$ cat config.mk
export PLATFORM = sky130hd
export DESIGN_NAME = mips_dmem_responder
export DESIGN_NICKNAME = d
export VERILOG_FILES = /design/src/rtl/mips_mem_pkg.sv /design/src/rtl/dmem_array.sv /design/src/rtl/mips_dmem_responder.sv
export SDC_FILE = /design/constraint.sdc
export NUM_CORES = 2
export LEC_CHECK = 0
export BUFFER_PORTS_ARGS = -buffer_cell sky130_fd_sc_hd__clkbuf_2
export CAP_MARGIN = 5
export CORE_ASPECT_RATIO = 1.5
export CORE_MARGIN = 1
export CORE_UTILIZATION = 40
export CTS_BUF_LIST = sky130_fd_sc_hd__clkbuf_16
export DETAILED_ROUTE_END_ITERATION = 10
export REMOVE_ABC_BUFFERS = 1
export SKIP_CTS_REPAIR_TIMING = 1
export SYNTH_ARGS = -nofsm -noshare
export SYNTH_HDL_FRONTEND = slang
export SYNTH_HIERARCHICAL = 1
export SYNTH_SLANG_ARGS = --single-unit
$ cat constraint.sdc
create_clock -name clk -period 5.9 [get_ports clk]
set_input_delay 0.885 -clock clk [delete_from_list [all_inputs] [get_ports clk]]
set_output_delay 0.885 -clock clk [all_outputs]
set_load 0.005 [all_outputs]
$ cat src/rtl/mips_mem_pkg.sv
// Shared encodings for the MIPS data-memory responder: FSM states, operation
// codes and the wait-state counter width.
package mips_mem_pkg;

  typedef enum logic [1:0] {
    IDLE = 2'd0,
    BUSY = 2'd1,
    RESP = 2'd2
  } state_t;

  typedef enum logic {
    OP_RD = 1'b0,
    OP_WR = 1'b1
  } op_t;

  localparam int CNT_W = 4;

endpackage

$ cat src/rtl/dmem_array.sv
// DEPTH x WIDTH word storage: synchronous write, registered synchronous read.
// The read register is reset; the storage itself is not.
module dmem_array #(
  parameter int WIDTH = 32,
  parameter int DEPTH = 64
) (
  input  logic                     clk,
  input  logic                     reset,
  input  logic                     we,
  input  logic                     re,
  input  logic [$clog2(DEPTH)-1:0] addr,
  input  logic [WIDTH-1:0]         wdata,
  output logic [WIDTH-1:0]         rdata
);

  logic [WIDTH-1:0] mem [DEPTH];

  always_ff @(posedge clk) begin
    if (we) mem[addr] <= wdata;
  end

  always_ff @(posedge clk or posedge reset) begin
    if (reset)   rdata <= '0;
    else if (re) rdata <= mem[addr];
  end

endmodule

$ cat src/rtl/mips_dmem_responder.sv
// Data-memory responder with LATENCY wait states, stall and one-cycle ready.
// Build option: DMEM_ALIGN_CHECK_EN flags and suppresses misaligned accesses.
//
// state | meaning
// IDLE  | waiting for mem_read/mem_write; captures the request when seen
// BUSY  | counting down wait states; request inputs ignored
// RESP  | ready (and err) high for one cycle, then back to IDLE
module mips_dmem_responder
  import mips_mem_pkg::*;
#(
  parameter int WIDTH   = 32,
  parameter int DEPTH   = 64,
  parameter int LATENCY = 2
) (
  input  logic             clk,
  input  logic             reset,
  input  logic             mem_read,
  input  logic             mem_write,
  input  logic [WIDTH-1:0] addr,
  input  logic [WIDTH-1:0] wdata,
  output logic [WIDTH-1:0] rdata,
  output logic             ready,
  output logic             stall,
  output logic             err
);

  localparam int AW = $clog2(DEPTH);

  state_t           state;
  logic [CNT_W-1:0] cnt;
  logic [AW+1:0]    cap_addr;
  logic [WIDTH-1:0] cap_wdata;
  op_t              cap_op;

  logic             req;
  logic             go_resp;
  op_t              c_op;
  logic [AW+1:0]    c_addr;
  logic [WIDTH-1:0] c_wdata;
  logic             mis;
  logic             we;
  logic             re;

  assign req   = mem_read | mem_write;
  assign stall = req & ~ready;

  // With LATENCY=1 the commit happens on the sampling edge, so the commit
  // path takes the live inputs in IDLE and the captured ones in BUSY.
  always_comb begin
    go_resp = 1'b0;
    c_op    = cap_op;
    c_addr  = cap_addr;
    c_wdata = cap_wdata;
    case (state)
      IDLE: begin
        go_resp = (LATENCY == 1) && req;
        c_op    = mem_write ? OP_WR : OP_RD;
        c_addr  = addr[AW+1:0];
        c_wdata = wdata;
      end
      BUSY:    go_resp = (cnt <= CNT_W'(1));
      default: go_resp = 1'b0;
    endcase
  end

`ifdef DMEM_ALIGN_CHECK_EN
  assign mis = (c_addr[1:0] != 2'b00);
`else
  assign mis = 1'b0;
  logic unused_lsb;
  assign unused_lsb = ^c_addr[1:0];
`endif

  logic unused_upper;
  assign unused_upper = ^addr[WIDTH-1:AW+2];

  assign we = go_resp & (c_op == OP_WR) & ~mis;
  assign re = go_resp & (c_op == OP_RD) & ~mis;

  always_ff @(posedge clk or posedge reset) begin
    if (reset) begin
      state     <= IDLE;
      cnt       <= '0;
      cap_addr  <= '0;
      cap_wdata <= '0;
      cap_op    <= OP_RD;
      ready     <= 1'b0;
      err       <= 1'b0;
    end else begin
      ready <= go_resp;
      err   <= go_resp & mis;
      case (state)
        IDLE: begin
          if (req) begin
            cap_addr  <= addr[AW+1:0];
            cap_wdata <= wdata;
            cap_op    <= mem_write ? OP_WR : OP_RD;
            if (LATENCY == 1) begin
              state <= RESP;
            end else begin
              state <= BUSY;
              cnt   <= CNT_W'(LATENCY - 1);
            end
          end
        end
        BUSY: begin
          cnt <= cnt - CNT_W'(1);
          if (go_resp) state <= RESP;
        end
        RESP:    state <= IDLE;
        default: state <= IDLE;
      endcase
    end
  end

  dmem_array #(
    .WIDTH (WIDTH),
    .DEPTH (DEPTH)
  ) u_array (
    .clk   (clk),
    .reset (reset),
    .we    (we),
    .re    (re),
    .addr  (c_addr[AW+1:2]),
    .wdata (c_wdata),
    .rdata (rdata)
  );

endmodule

==> metrics.txt <==
# TYPE chip_impl_metric gauge
chip_impl_metric{name="timing.final.crit_period",unit="ns"} 4.63
chip_impl_metric{name="worst_ep_required_time",unit="ns"} 6.69
chip_impl_metric{name="grt_start_max_net_pins",unit=""} 77
chip_impl_metric{name="timing.slew.headroom",unit=""} 0.0502
chip_impl_metric{name="clockBufferDepth",unit=""} 4
chip_impl_metric{name="num_rows",unit=""} 203
chip_impl_metric{name="synthToLayoutAreaGrowth",unit="%"} 14.3
chip_impl_metric{name="drive_gt1_frac",unit=""} 0.239
chip_impl_metric{name="postLayoutCoreUtil",unit=""} 0.460
chip_impl_metric{name="syn-mean-instance-area",unit="um^2"} 18.9
chip_impl_metric{name="setup_viol_count_final",unit=""} 0
chip_impl_metric{name="place.port_buffers",unit=""} 75
chip_impl_info{name="critical-path-slowest-cell",value="nor2b_4"} 1
chip_impl_metric{name="slew_violations",unit=""} 0
chip_impl_metric{name="totalWireLength",unit="mm"} 268
chip_impl_metric{name="worst_skew_pair.late_latency",unit="ns"} 0.86
chip_impl_metric{name="skew",unit="ns"} 0.0528
chip_impl_metric{name="static-leakage-power",unit="nW"} 30.2
chip_impl_metric{name="placeable_area",unit="mm^2"} 0.204
chip_impl_metric{name="ys_types",unit=""} 76
chip_impl_metric{name="fmaxAchievable",unit="MHz"} 216
chip_impl_info{name="min_path_type",value="input pin to async pin"} 1
chip_impl_metric{name="die_y",unit="um"} 557
chip_impl_metric{name="dr_total_vias",unit=""} 46256
chip_impl_metric{name="final_net_count",unit=""} 4700
chip_impl_metric{name="ys_seq_area_frac",unit=""} 0.772
chip_impl_metric{name="cts.sink_count",unit=""} 2126
chip_impl_metric{name="drt_iter0_markers",unit=""} 6304
chip_impl_metric{name="clkSlewWorstSetupHoldPaths",unit="ns"} 0.07
chip_impl_metric{name="dpl_worst_slack",unit="ns"} 1.37
chip_impl_metric{name="setup_tns",unit="ns"} 0
chip_impl_info{name="cp-end-kind",value="flip-flop"} 1
chip_impl_metric{name="synth_cells",unit=""} 4348
chip_impl_metric{name="synth-edff-count",unit=""} 2048
chip_impl_metric{name="worst_slack",unit="ns"} 1.27
chip_impl_info{name="critPathKind",value="flip-flop to flip-flop"} 1
chip_impl_info{name="root_buffer",value="clkbuf_16"} 1
chip_impl_metric{name="gr-usage-all-layers",unit=""} 0.257
chip_impl_metric{name="global_route_wire_length_before_repair",unit="mm"} 368
chip_impl_info{name="path_cells",value="nor2_4 > mux2_8 > nor2b_4 > buf_4 > a221oi_1 > o21ai_1 > a22o_1 > o32a_1"} 1
chip_impl_info{name="setup.worst_path.start",value="state[0]$_DFFE_PP0P_"} 1
chip_impl_info{name="final_cell_mix",value="2048 x edfxtp_1, 259 x buf_4, 233 x mux2i_1"} 1
chip_impl_metric{name="drt-vias-per-instance",unit=""} 6.20
chip_impl_metric{name="starting_density",unit=""} 0.403
chip_impl_metric{name="final_design_area_no_fill",unit="mm^2"} 0.0939
chip_impl_metric{name="holdWs",unit="ns"} 0.187
chip_impl_metric{name="final_antenna_net_count",unit=""} 0
chip_impl_metric{name="firstDrtPassIters",unit=""} 6
chip_impl_metric{name="synth.ff_latch_count",unit=""} 2126
chip_impl_metric{name="finalWeightedCongestion",unit=""} 0.934
chip_impl_info{name="critical_path.reg2reg.startpoint",value="state[0]$_DFFE_PP0P_"} 1
chip_impl_metric{name="synth_warnings",unit=""} 6
chip_impl_metric{name="via_count_of_the_first_global_routing_pass",unit=""} 44765
chip_impl_metric{name="htree_num_levels",unit=""} 4
chip_impl_metric{name="avgRoutedWirePerCell",unit="um"} 36.0
chip_impl_metric{name="synthesis.area",unit="mm^2"} 0.0822
chip_impl_info{name="grt_setup_unrepaired",value="no"} 1
chip_impl_metric{name="critPathMaxStageDelay",unit="ns"} 0.98
chip_impl_metric{name="grt.overflow.total",unit=""} 0
chip_impl_metric{name="die_width",unit="um"} 372
chip_impl_info{name="postSynth.topFlopCell",value="edfxtp_1"} 1
chip_impl_info{name="final_common_cell",value="edfxtp_1"} 1
chip_impl_metric{name="async_reset_ff_frac",unit=""} 0.0367
chip_impl_metric{name="worstPathMaxFanout",unit=""} 65
chip_impl_metric{name="drc_errors",unit=""} 0
chip_impl_metric{name="cellPowerDensity",unit="mW/mm^2"} 574
chip_impl_metric{name="antenna_violations_before_repair",unit=""} 21
chip_impl_metric{name="hold_viol",unit=""} 0
chip_impl_metric{name="cap_violations",unit=""} 0
chip_impl_info{name="worst_setup_path_start_kind",value="flip-flop"} 1
chip_impl_metric{name="place_area",unit="mm^2"} 0.0876
chip_impl_metric{name="max_slew.worst_pin.slew",unit="ns"} 1.42
chip_impl_metric{name="die_area",unit="mm^2"} 0.207
chip_impl_metric{name="io_pins",unit=""} 103
chip_impl_metric{name="peakVddDrop",unit="V"} 0.000448
chip_impl_metric{name="place.detailed.hpwl",unit="mm"} 162
chip_impl_info{name="run_status",value="completed"} 1
chip_impl_metric{name="cts-buffers-inserted",unit=""} 196
chip_impl_metric{name="cp_data_arrival_time",unit="ns"} 5.42
chip_impl_info{name="tritoncts",value="built"} 1
chip_impl_metric{name="post-route-period-util",unit=""} 0.785
## state kept, by name (all words and copies together), names as in the netlist
register	count
cap_addr	6
cap_op	1
cap_wdata	32
cnt	4
ready	1
state	2
u_array/mem	2048
u_array/rdata	32
## cell families (layout without fill, tap and decap cells)
logic type,after synthesis,in the layout,share of synthesized area
xor gates and xnor gates,1,1,0.000107
buffers and inverters,300,734,0.0214
AOI/OAI and AO/OA,901,901,0.0807
muxes,627,627,0.104
adders and majority gates,2,2,0.000305
DFF,2126,2126,0.772
other,1,12,0.0000456
and+or+nand+nor,390,390,0.0214
## synthesized netlist by cell type, drive strengths merged (12+ instances only)
cell	count	area share
o2bb2ai	13	0.0014
nand2	102	0.0047
mux4	156	0.043
o211ai	12	0.0011
a22o	34	0.0036
a21oi	121	0.0074
dfrtp	78	0.024
mux2i	233	0.028
clkbuf	70	0.0032
o21ai	115	0.0070
edfxtp	2048	0.75
o22ai	93	0.0071
mux2	238	0.033
nor2	183	0.0085
o22a	12	0.0013
a31oi	20	0.0015
a22oi	148	0.014
nand3	30	0.0018
buf	222	0.018
a221oi	210	0.023
a221o	38	0.0046
o32a	19	0.0023
## routing by layer
layer | track usage | up-vias | share of wire
li1 | - | 18557 | -
met1 | 0.321 | 24506 | 0.36
met2 | 0.410 | 2566 | 0.47
met3 | 0.0477 | 615 | 0.091
met4 | 0.167 | 12 | 0.077
met5 | 0 | - | 0.00030
## final cells by class
cell class | count | area (um^2)
clock buffers | 200 | 5000
inverters | 8 | 37.5
well taps | 2665 | 3330
clock inverters | 150 | 1310
repair buffers | 376 | 3160
flip-flops and latches | 2126 | 63500
fillers | 17161 | 110000
diodes | 11 | 27.5
multi-input cells | 1922 | 17600
## final timing paths
check                                           endpoint  slack, ns  cells after the start
max                        u_array/rdata[26]$_DFFE_PP0P_       1.27                      8
min                        u_array/rdata[23]$_DFFE_PP0P_       0.19                      3
max reg2reg                u_array/rdata[26]$_DFFE_PP0P_       1.27                      8
min reg2reg                    cap_wdata[29]$_DFFE_PP0P_       0.49                      1
max in group asynchronous  u_array/rdata[19]$_DFFE_PP0P_       5.11                      3
min in group clk                cap_wdata[3]$_DFFE_PP0P_       0.27                      2
## per-stage QoR
step	cells	power, W
after floorplan	4056	0.0312
after global placement	7097	0.0410
after detailed placement	7097	0.0412
after CTS	7447	0.0538
after global routing	7448	0.0550
final	7458	0.0539
## power breakdown
part | internal [W] | switching, W
logic | 0.00608 | 0.0152
registers | 0.0197 | 0.000331
clock network | 0.00708 | 0.00561
## critical path, delay by kind of cell (launching register included)
family,cells,cell delay [ns]
DFF,1,0.48
AOI/OAI and AO/OA,4,1.63
buffers and inverters,1,0.32
and+or+nand+nor,2,1.31
muxes,1,0.61
Note: power is estimated with default switching activity, not from simulation.
